--- src/rtl/image_ctrl_pkg.sv ---
// Shared types and default constants for the image frame scheduler.
// Holds the FSM state encoding and the parameter defaults used by the top.
package image_ctrl_pkg;

   localparam int TIME_WIDTH         = 64;
   localparam int DEF_QUEUE_DEPTH    = 8;
   localparam int DEF_FRAME_ID_WIDTH = 8;
   localparam int DEF_ACK_TIMEOUT    = 1024;

   typedef enum logic [1:0] {
      IDLE      = 2'd0,
      WAIT_TIME = 2'd1,
      ISSUE     = 2'd2
   } sched_state_e;

endpackage

--- src/rtl/sched_cmd_fifo.sv ---
// Synchronous show-ahead command FIFO with a registered occupancy count.
// Any depth is supported; pointers wrap explicitly rather than relying on powers of two.
module sched_cmd_fifo #(
   parameter int DEPTH = 8,
   parameter int WIDTH = 72
) (
   input  logic                       clk,
   input  logic                       rst_n,
   input  logic                       flush,
   input  logic                       push,
   input  logic                       pop,
   input  logic [WIDTH-1:0]           wr_data,
   output logic [WIDTH-1:0]           rd_data,
   output logic                       full,
   output logic                       empty,
   output logic [$clog2(DEPTH+1)-1:0] count
);

   localparam int AW = (DEPTH > 1) ? $clog2(DEPTH) : 1;
   localparam int CW = $clog2(DEPTH + 1);

   logic [WIDTH-1:0] mem [DEPTH];
   logic [AW-1:0]    wr_ptr;
   logic [AW-1:0]    rd_ptr;
   logic             do_push;
   logic             do_pop;

   function automatic logic [AW-1:0] next_ptr(input logic [AW-1:0] ptr);
      return (ptr == AW'(DEPTH - 1)) ? '0 : ptr + 1'b1;
   endfunction

   assign full    = (count == CW'(DEPTH));
   assign empty   = (count == '0);
   assign do_push = push && !full;
   assign do_pop  = pop && !empty;
   assign rd_data = mem[rd_ptr];

   // NOTE: storage has no reset; the count and pointers alone define which entries are valid.
   always_ff @(posedge clk) begin
      if (do_push) mem[wr_ptr] <= wr_data;
   end

   // NOTE: sequential state uses non-blocking assignments so all registers update together.
   always_ff @(posedge clk or negedge rst_n) begin
      if (!rst_n) begin
         wr_ptr <= '0;
         rd_ptr <= '0;
         count  <= '0;
      end else if (flush) begin
         wr_ptr <= '0;
         rd_ptr <= '0;
         count  <= '0;
      end else begin
         if (do_push) wr_ptr <= next_ptr(wr_ptr);
         if (do_pop)  rd_ptr <= next_ptr(rd_ptr);
         case ({do_push, do_pop})
            2'b10:   count <= count + 1'b1;
            2'b01:   count <= count - 1'b1;
            default: count <= count;
         endcase
      end
   end

endmodule

--- src/rtl/image_frame_scheduler.sv ---
// Time-triggered frame scheduler: queues {start time, frame} commands and issues
// each as a load request once the free-running counter reaches its start time.
module image_frame_scheduler
   import image_ctrl_pkg::*;
#(
   parameter int QUEUE_DEPTH    = DEF_QUEUE_DEPTH,
   parameter int FRAME_ID_WIDTH = DEF_FRAME_ID_WIDTH,
   parameter int ACK_TIMEOUT    = DEF_ACK_TIMEOUT
) (
   input  logic                             s_axi_aclk,
   input  logic                             s_axi_aresetn,
   input  logic                             flush,
   input  logic                             cmd_valid,
   input  logic [TIME_WIDTH-1:0]            cmd_time,
   input  logic [FRAME_ID_WIDTH-1:0]        cmd_frame,
   output logic                             cmd_ready,
   input  logic                             auto_start,
   input  logic [TIME_WIDTH-1:0]            counter,
   output logic                             load_req,
   output logic [FRAME_ID_WIDTH-1:0]        load_frame,
   input  logic                             load_ack,
   output logic                             busy,
   output logic [$clog2(QUEUE_DEPTH+1)-1:0] queue_count,
   output logic                             late_pulse,
   output logic                             timeout_pulse,
   output logic                             done_pulse
);

   localparam int DW = TIME_WIDTH + FRAME_ID_WIDTH;
   localparam int TW = $clog2(ACK_TIMEOUT + 1);

   sched_state_e              state;
   logic [TIME_WIDTH-1:0]     head_time;
   logic [FRAME_ID_WIDTH-1:0] head_frame;
   logic [TW-1:0]             timer;
   logic                      first_wait;
   logic                      fifo_full;
   logic                      fifo_empty;
   logic [DW-1:0]             fifo_rd_data;
   logic                      push;
   logic                      pop;

   assign cmd_ready = !fifo_full && !flush;
   assign push      = cmd_valid && cmd_ready;
   assign pop       = (state == IDLE) && !fifo_empty && auto_start && !flush;
   assign busy      = (state != IDLE);

   sched_cmd_fifo #(
      .DEPTH (QUEUE_DEPTH),
      .WIDTH (DW)
   ) u_fifo (
      .clk     (s_axi_aclk),
      .rst_n   (s_axi_aresetn),
      .flush   (flush),
      .push    (push),
      .pop     (pop),
      .wr_data ({cmd_time, cmd_frame}),
      .rd_data (fifo_rd_data),
      .full    (fifo_full),
      .empty   (fifo_empty),
      .count   (queue_count)
   );

   always_ff @(posedge s_axi_aclk or negedge s_axi_aresetn) begin
      if (!s_axi_aresetn) begin
         state         <= IDLE;
         head_time     <= '0;
         head_frame    <= '0;
         timer         <= '0;
         first_wait    <= 1'b0;
         load_req      <= 1'b0;
         load_frame    <= '0;
         late_pulse    <= 1'b0;
         timeout_pulse <= 1'b0;
         done_pulse    <= 1'b0;
      end else begin
         late_pulse    <= 1'b0;
         timeout_pulse <= 1'b0;
         done_pulse    <= 1'b0;
         if (flush) begin
            state      <= IDLE;
            load_req   <= 1'b0;
            first_wait <= 1'b0;
            timer      <= '0;
         end else begin
            case (state)
               IDLE: begin
                  if (pop) begin
                     {head_time, head_frame} <= fifo_rd_data;
                     first_wait              <= 1'b1;
                     state                   <= WAIT_TIME;
                  end
               end
               WAIT_TIME: begin
                  // Lateness is judged only on entry; a start time equal to now is on time.
                  first_wait <= 1'b0;
                  if (first_wait && (counter > head_time)) late_pulse <= 1'b1;
                  if (counter >= head_time) begin
                     state      <= ISSUE;
                     load_req   <= 1'b1;
                     load_frame <= head_frame;
                     timer      <= '0;
                  end
               end
               ISSUE: begin
                  if (load_ack) begin
                     load_req   <= 1'b0;
                     done_pulse <= 1'b1;
                     state      <= IDLE;
                  end else if (timer == TW'(ACK_TIMEOUT - 1)) begin
                     load_req      <= 1'b0;
                     timeout_pulse <= 1'b1;
                     state         <= IDLE;
                  end else begin
                     timer <= timer + 1'b1;
                  end
               end
               default: state <= IDLE;
            endcase
         end
      end
   end

endmodule

--- config.mk ---
export PLATFORM = sky130hd
export DESIGN_NAME = image_frame_scheduler
export DESIGN_NICKNAME = d
export VERILOG_FILES = /design/src/rtl/image_ctrl_pkg.sv /design/src/rtl/sched_cmd_fifo.sv /design/src/rtl/image_frame_scheduler.sv
export SDC_FILE = /design/constraint.sdc
export NUM_CORES = 1
export LEC_CHECK = 0
export CORE_ASPECT_RATIO = 1.1
export CORE_MARGIN = 2
export CORE_UTILIZATION = 40
export CTS_CLUSTER_DIAMETER = 200
export DETAILED_ROUTE_END_ITERATION = 16
export GPL_TIMING_DRIVEN = 0
export PLACE_DENSITY = 0.63
export SETUP_SLACK_MARGIN = 0.02
export SLEW_MARGIN = 20
export SYNTH_ARGS = -nofsm -noshare
export SYNTH_HDL_FRONTEND = slang
export SYNTH_SLANG_ARGS = --single-unit
--- constraint.sdc ---
create_clock -name s_axi_aclk -period 11.25 [get_ports s_axi_aclk]
set_clock_uncertainty 0.2 [all_clocks]
set_input_delay 2.25 -clock s_axi_aclk [delete_from_list [all_inputs] [get_ports s_axi_aclk]]
set_output_delay 2.25 -clock s_axi_aclk [all_outputs]
set_load 0.02 [all_outputs]
[Word level (Yosys, flattened, before mapping)]
Memory sizes are Yosys's and may differ from the RTL's. A register that Yosys moved wholly into a read port is not among the register bits.
Index checks and enable logic that the tools add are counted.
Word-level totals
  output and inout bits: 18
  bits in writable memories: 576
  memories kept: 1
  input port bits: 142
  register bits: 36
Memories
  u_fifo.mem: words 8, bits a word 72, read ports 1, clocked after Yosys merged registers in 1, wr ports 1, line sched_cmd_fifo.sv:22  | logic [WIDTH-1:0] mem [DEPTH];
Cells by class
  bitwise logic cells: 1
  magnitude comparators: 2
  equality and inequality tests: 13
  add/sub/neg operators: 5
  reductions and logical operators: 26
  muxes and demuxes: 39
Operators with widths (count)
  64-bit greater-or-equal comparator: 1
  64-bit > comparator: 1
  11-bit two-way mux: 4
  11-bit case mux with 2 select lines: 1
  1-bit two-way mux: 18
  3-bit two-way mux: 6
  3-bit AND reduction: 4
  11-bit by 1-bit adder with 11-bit output (second input constant): 1
  11-bit by 10-bit == test with 1-bit output (second input constant): 1
  2-bit two-way mux: 5
  3-bit != test (second input constant): 3
  3-bit nonzero test: 3
  1-bit logical AND: 8
  4-bit case mux with 2 select lines: 1
  3-bit by 1-bit adder with 3-bit output (second input constant): 2
  3-bit == test (second input constant): 2
  2-bit case mux with 3 select lines: 1
  2-bit nonzero test: 3
  4-bit by 1-bit adder with 4-bit output (second input constant): 1
  2-bit by 1-bit == test with 1-bit output (second input constant): 2
  2-bit == test (second input constant): 2
  4-bit == test (second input constant): 1
  1-bit logical NOT: 4
  4-bit logical NOT: 1
  9 further kinds: 10

[Depth between registers and ports, before layout]
  depth in word-level cells: 9
  mapped depth: 14
  gate-level depth less buffers: 13

[Modules after synthesis]
From an unflattened synthesis, not the netlist that was laid out.
Unflattened totals
  cell total of the unflattened synthesis: 1508
  area total of the unflattened synthesis: 27830.4 um2
Modules (own cells, without submodules)
  sched_cmd_fifo: sequential area each 17546.8 um2, area each 22386.5 um2, instances 1, cells each 922
  image_frame_scheduler: sequential area each 2452.4 um2, area each 5444.0 um2, instances 1, cells each 586

[Worst setup path after synthesis]
Ideal clock, no wire load.
  path kind: input to register
  from: input flush
  to: memory u_fifo.mem[2][0], enable pin
  path buffers: 2
  stages: 5
  arrival: 10.642 ns
  setup slack: -0.296 ns
  setup time: 0.705 ns
  path through: clkbuf_1 a21oi_1 nand2_1 clkbuf_1 nor4b_1
On the way
  word-level cells in the longest chain between the ends: 6
RTL lines
  start: declaration: line image_frame_scheduler.sv:12  | input logic flush,
  1-bit logical NOT: line image_frame_scheduler.sv:43  | assign cmd_ready = !fifo_full && !flush;
  1-bit logical AND: line image_frame_scheduler.sv:43
  named net cmd_ready: line image_frame_scheduler.sv:16  | output logic cmd_ready,
  1-bit logical AND: line image_frame_scheduler.sv:44  | assign push = cmd_valid && cmd_ready;
  1-bit logical AND: line sched_cmd_fifo.sv:34  | assign do_push = push && !full;
  1-bit two-way mux: line sched_cmd_fifo.sv:40  | if (do_push) mem[wr_ptr] <= wr_data;
  1-bit two-way mux (implied by the code): line sched_cmd_fifo.sv:40
  end: declaration: line sched_cmd_fifo.sv:22
The timed path passes the listed nets, and every way through them passes these cells.

[Worst setup path after layout]
  from: input flush
  to: output cmd_ready
On the way
  word-level cells in the longest chain between the ends: 2
RTL lines (line)
  1-bit logical NOT: image_frame_scheduler.sv:43
  1-bit logical AND: image_frame_scheduler.sv:43
  end: declaration: image_frame_scheduler.sv:16
No other way between the ends.

==> impl_metrics.json <==
{
  "utilization_pct": 49.13,
  "synth_area_leader_cell": "edfxtp_1",
  "start_util_pct": 40.55,
  "rrSetupSlack_ns": 7.07,
  "firstDrtPassIters": 7,
  "die_w_um": 254,
  "gr-total-overflow": 0,
  "path_common_cell": "clkdlybuf4s50_1",
  "clkPwrFrac_pct": 32.5,
  "cts_resized": 0,
  "synth-seq-cells": 684,
  "timing.final.crit_share_pct": 55.83,
  "fillers": 5621,
  "synth_area_um2": 27500,
  "hold_viol": 0,
  "clkLatencyLatePin_ns": 0.61,
  "postCtsSetupBuffers": 0,
  "dieHeight_um": 279,
  "via_per_inst": 5.251,
  "wl_um": 63910,
  "yosys.cell_count.top_type": "edfxtp_1",
  "ys_async_sr_fraction_pct": 15.79,
  "slowest_stage": "clkdlybuf4s50_1",
  "num-nets-final": 2044,
  "p_seq_share_pct": 45.1,
  "synthFlopType": "edfxtp_1",
  "synth_cell_types": 49,
  "synthTopCellsByArea": "edfxtp_1 63%, mux4_2 12%, dfrtp_1 9.8%, ha_1 3.2%, mux2i_1 2.7%",
  "postRouteAntennaNets": 0,
  "ctsHoldBuffers": 0,
  "synth_common_cells": "576 x edfxtp_1, 144 x mux4_2, 116 x a21oi_1",
  "comb_power_share_pct": 22.4,
  "period_needed_ns": 6.281,
  "p_int_w": 0.004990,
  "seq_area_frac_synth_pct": 72.72,
  "clock_tree.root_cell": "clkbuf_16",
  "path_max_fanout": 10,
  "max_freq_mhz": 159.2,
  "cp_cell_sequence": "clkdlybuf4s50_1 -> clkbuf_1 -> a21oi_1 -> clkdlybuf4s50_1",
  "tightest_slew_ns": 1.035,
  "first_global_vias": 15450,
  "drcViolationCount": 0,
  "fp-row-count": 100,
  "ioPinCount": 160,
  "cap_violations": 0,
  "cts_made_buffers": 70,
  "vdd_drop_max_mv": 0.1007,
  "p_sw_w": 0.001911,
  "cts_tree": "done",
  "cp-start-kind": "input pin",
  "syn-mean-instance-area_um2": 18.32,
  "min_path_type": "reg -> reg",
  "io_buffers": 159,
  "syn_inst": 1501,
  "finalMaxSlewViolations": 0,
  "finalNonFillerCells": 2806,
  "powerDensity_nw_per_um2": 207.2,
  "cts_buffer_depth": 3,
  "drive_above_1_share_pct": 20.56,
  "drt_iter0_markers": 1097,
  "seqCellArea_um2": 20000,
  "mappedNetlistNets": 1715,
  "vias": 14730,
  "post-place-cells": 2676,
  "synth.top_cell.area_share_pct": 62.90,
  "clkTransAtPathRegs_ns": 0.06,
  "arrival_ns": 3.83,
  "numClockSinks": 684,
  "yosysWarnings": 0,
  "fin_hold_ws_ns": 0.3147,
  "area_growth_pct": 21.15,
  "rsz0062_at_grt": "no",
  "power_w": 0.006901,
  "worstPathRequired_ns": 8.80,
  "antenna_found_initial": 8,
  "multi_input_area_um2": 7025,
  "swShare_pct": 27.69,
  "finalSetupViolations": 0,
  "outcome": "finished, final reports clean",
  "hpwl_um": 44810,
  "tns_ns": 0,
  "leakagePower_nw": 11.53,
  "post_drt_wl_per_cell_um": 22.77,
  "crit_type": "in -> out",
  "critPathMaxStageDelay_ns": 0.65,
  "cp-end-kind": "output port",
  "grt_pass1_wl_um": 96100,
  "grt_usage_pct": 18.32,
  "grt_max_degree": 58,
  "dieArea_um2": 70870,
  "core_area_um2": 67820,
  "h-tree-depth": 3,
  "slew_headroom_pct": 30.98,
  "gp_congestion": 0.7777,
  "synth_edf_count": 576
}
## metal layers
metal / global-route usage [%] / up-vias / wire [um]
met1: 24.02 / 7651 / 26480
met4: 4.887 / 16 / 1083
met2: 31.11 / 398 / 32430
met5: 0 / - / 99
li1: - / 6586 / -
met3: 3.748 / 83 / 3809
## per-stage QoR
stage,cell area [um2],worst slack [ns]
after floorplan,27500,-0.2964
after global placement,30240,-8.908
after detailed placement,31070,4.691
after CTS,33310,4.964
after global routing,33310,4.888
final,33320,4.969
## logic make-up (layout without fill, tap and decap cells)
family                   Yosys count  in the layout  synth area share (%)
AO/OA/AOI/OAI                    161            161                 3.258
buffers and inverters            138            524                 1.929
flip-flops                       684            684                 72.72
XOR/XNOR                           4              4                0.1274
other                              0              1                     0
AND/OR/NAND/NOR                  216            216                 3.845
adder cells (fa/ha/maj)           72             72                 3.303
multiplexers                     226            226                 14.81
## sequential cells by signal (all words and copies together) (netlist names), 2 cells and up
name / cells
timer: 11
load_frame: 8
head_frame: 8
u_fifo.count: 4
u_fifo.mem: 576
u_fifo.rd_ptr: 3
head_time: 64
state: 2
u_fifo.wr_ptr: 3
## cell usage in the layout (no fill, tap or decap), drive strengths merged, types with 2 or more instances in the layout
master and n:
a221oi 2, clkinv 23, a21oi 116, nor2 102, clkinvlp 2, inv 78
mux2 8, nand3 11, o21ai 19, nor4b 4, mux2i 74, dfrtp 108
edfxtp 576, a21boi 2, or2 2, nand2b 3, a21o 6, and3 5
xnor2 3, a22oi 3, a31oi 6, nor3 13, nor4 6, clkdlybuf4s50 158
or3 2, nand3b 12, nor3b 4, bufinv 2, clkbuf 135, buf 126
nand2 33, ha 71, mux4 144, nand4 16
## worst max-delay path, delay by kind of cell
kind	cells	cell delay, ns
AOI/OAI and AO/OA	1	0.26
buffers and inverters	3	1.31
## cell type report
type	count	area share (%)
inverters	73	0.8225
multi-input cells	679	21.09
flip-flops and latches	684	60.03
diodes	1	0.007511
clock buffers	97	5.896
plain buffers	65	0.7699
clock inverters	32	0.8225
well taps	918	3.448
repair buffers	257	7.117
## worst paths after layout
path	to	depth (start not counted)	start
setup / recovery	cmd_ready	4	flush
hold / removal	load_frame[7]	1	load_frame[7]
setup reg to reg	u_fifo.count[3]	13	state[0]
hold reg to reg	load_frame[7]	1	load_frame[7]
max in group asynchronous	head_time[61]	2	s_axi_aresetn
min in group asynchronous	u_fifo.count[0]	1	s_axi_aresetn
## power by group through the flow
stage / Sequential [W] / Combinational, W / Clock (W)
detailed placement: 0.00317 / 0.00157 / 0
CTS: 0.00312 / 0.00158 / 0.00229
floorplan: 0.00316 / 0.00105 / 0
global placement: 0.00320 / 0.00151 / 0
global route: 0.00314 / 0.00171 / 0.00239
finish: 0.00312 / 0.00154 / 0.00224
Power figures use the tool's default switching activity.
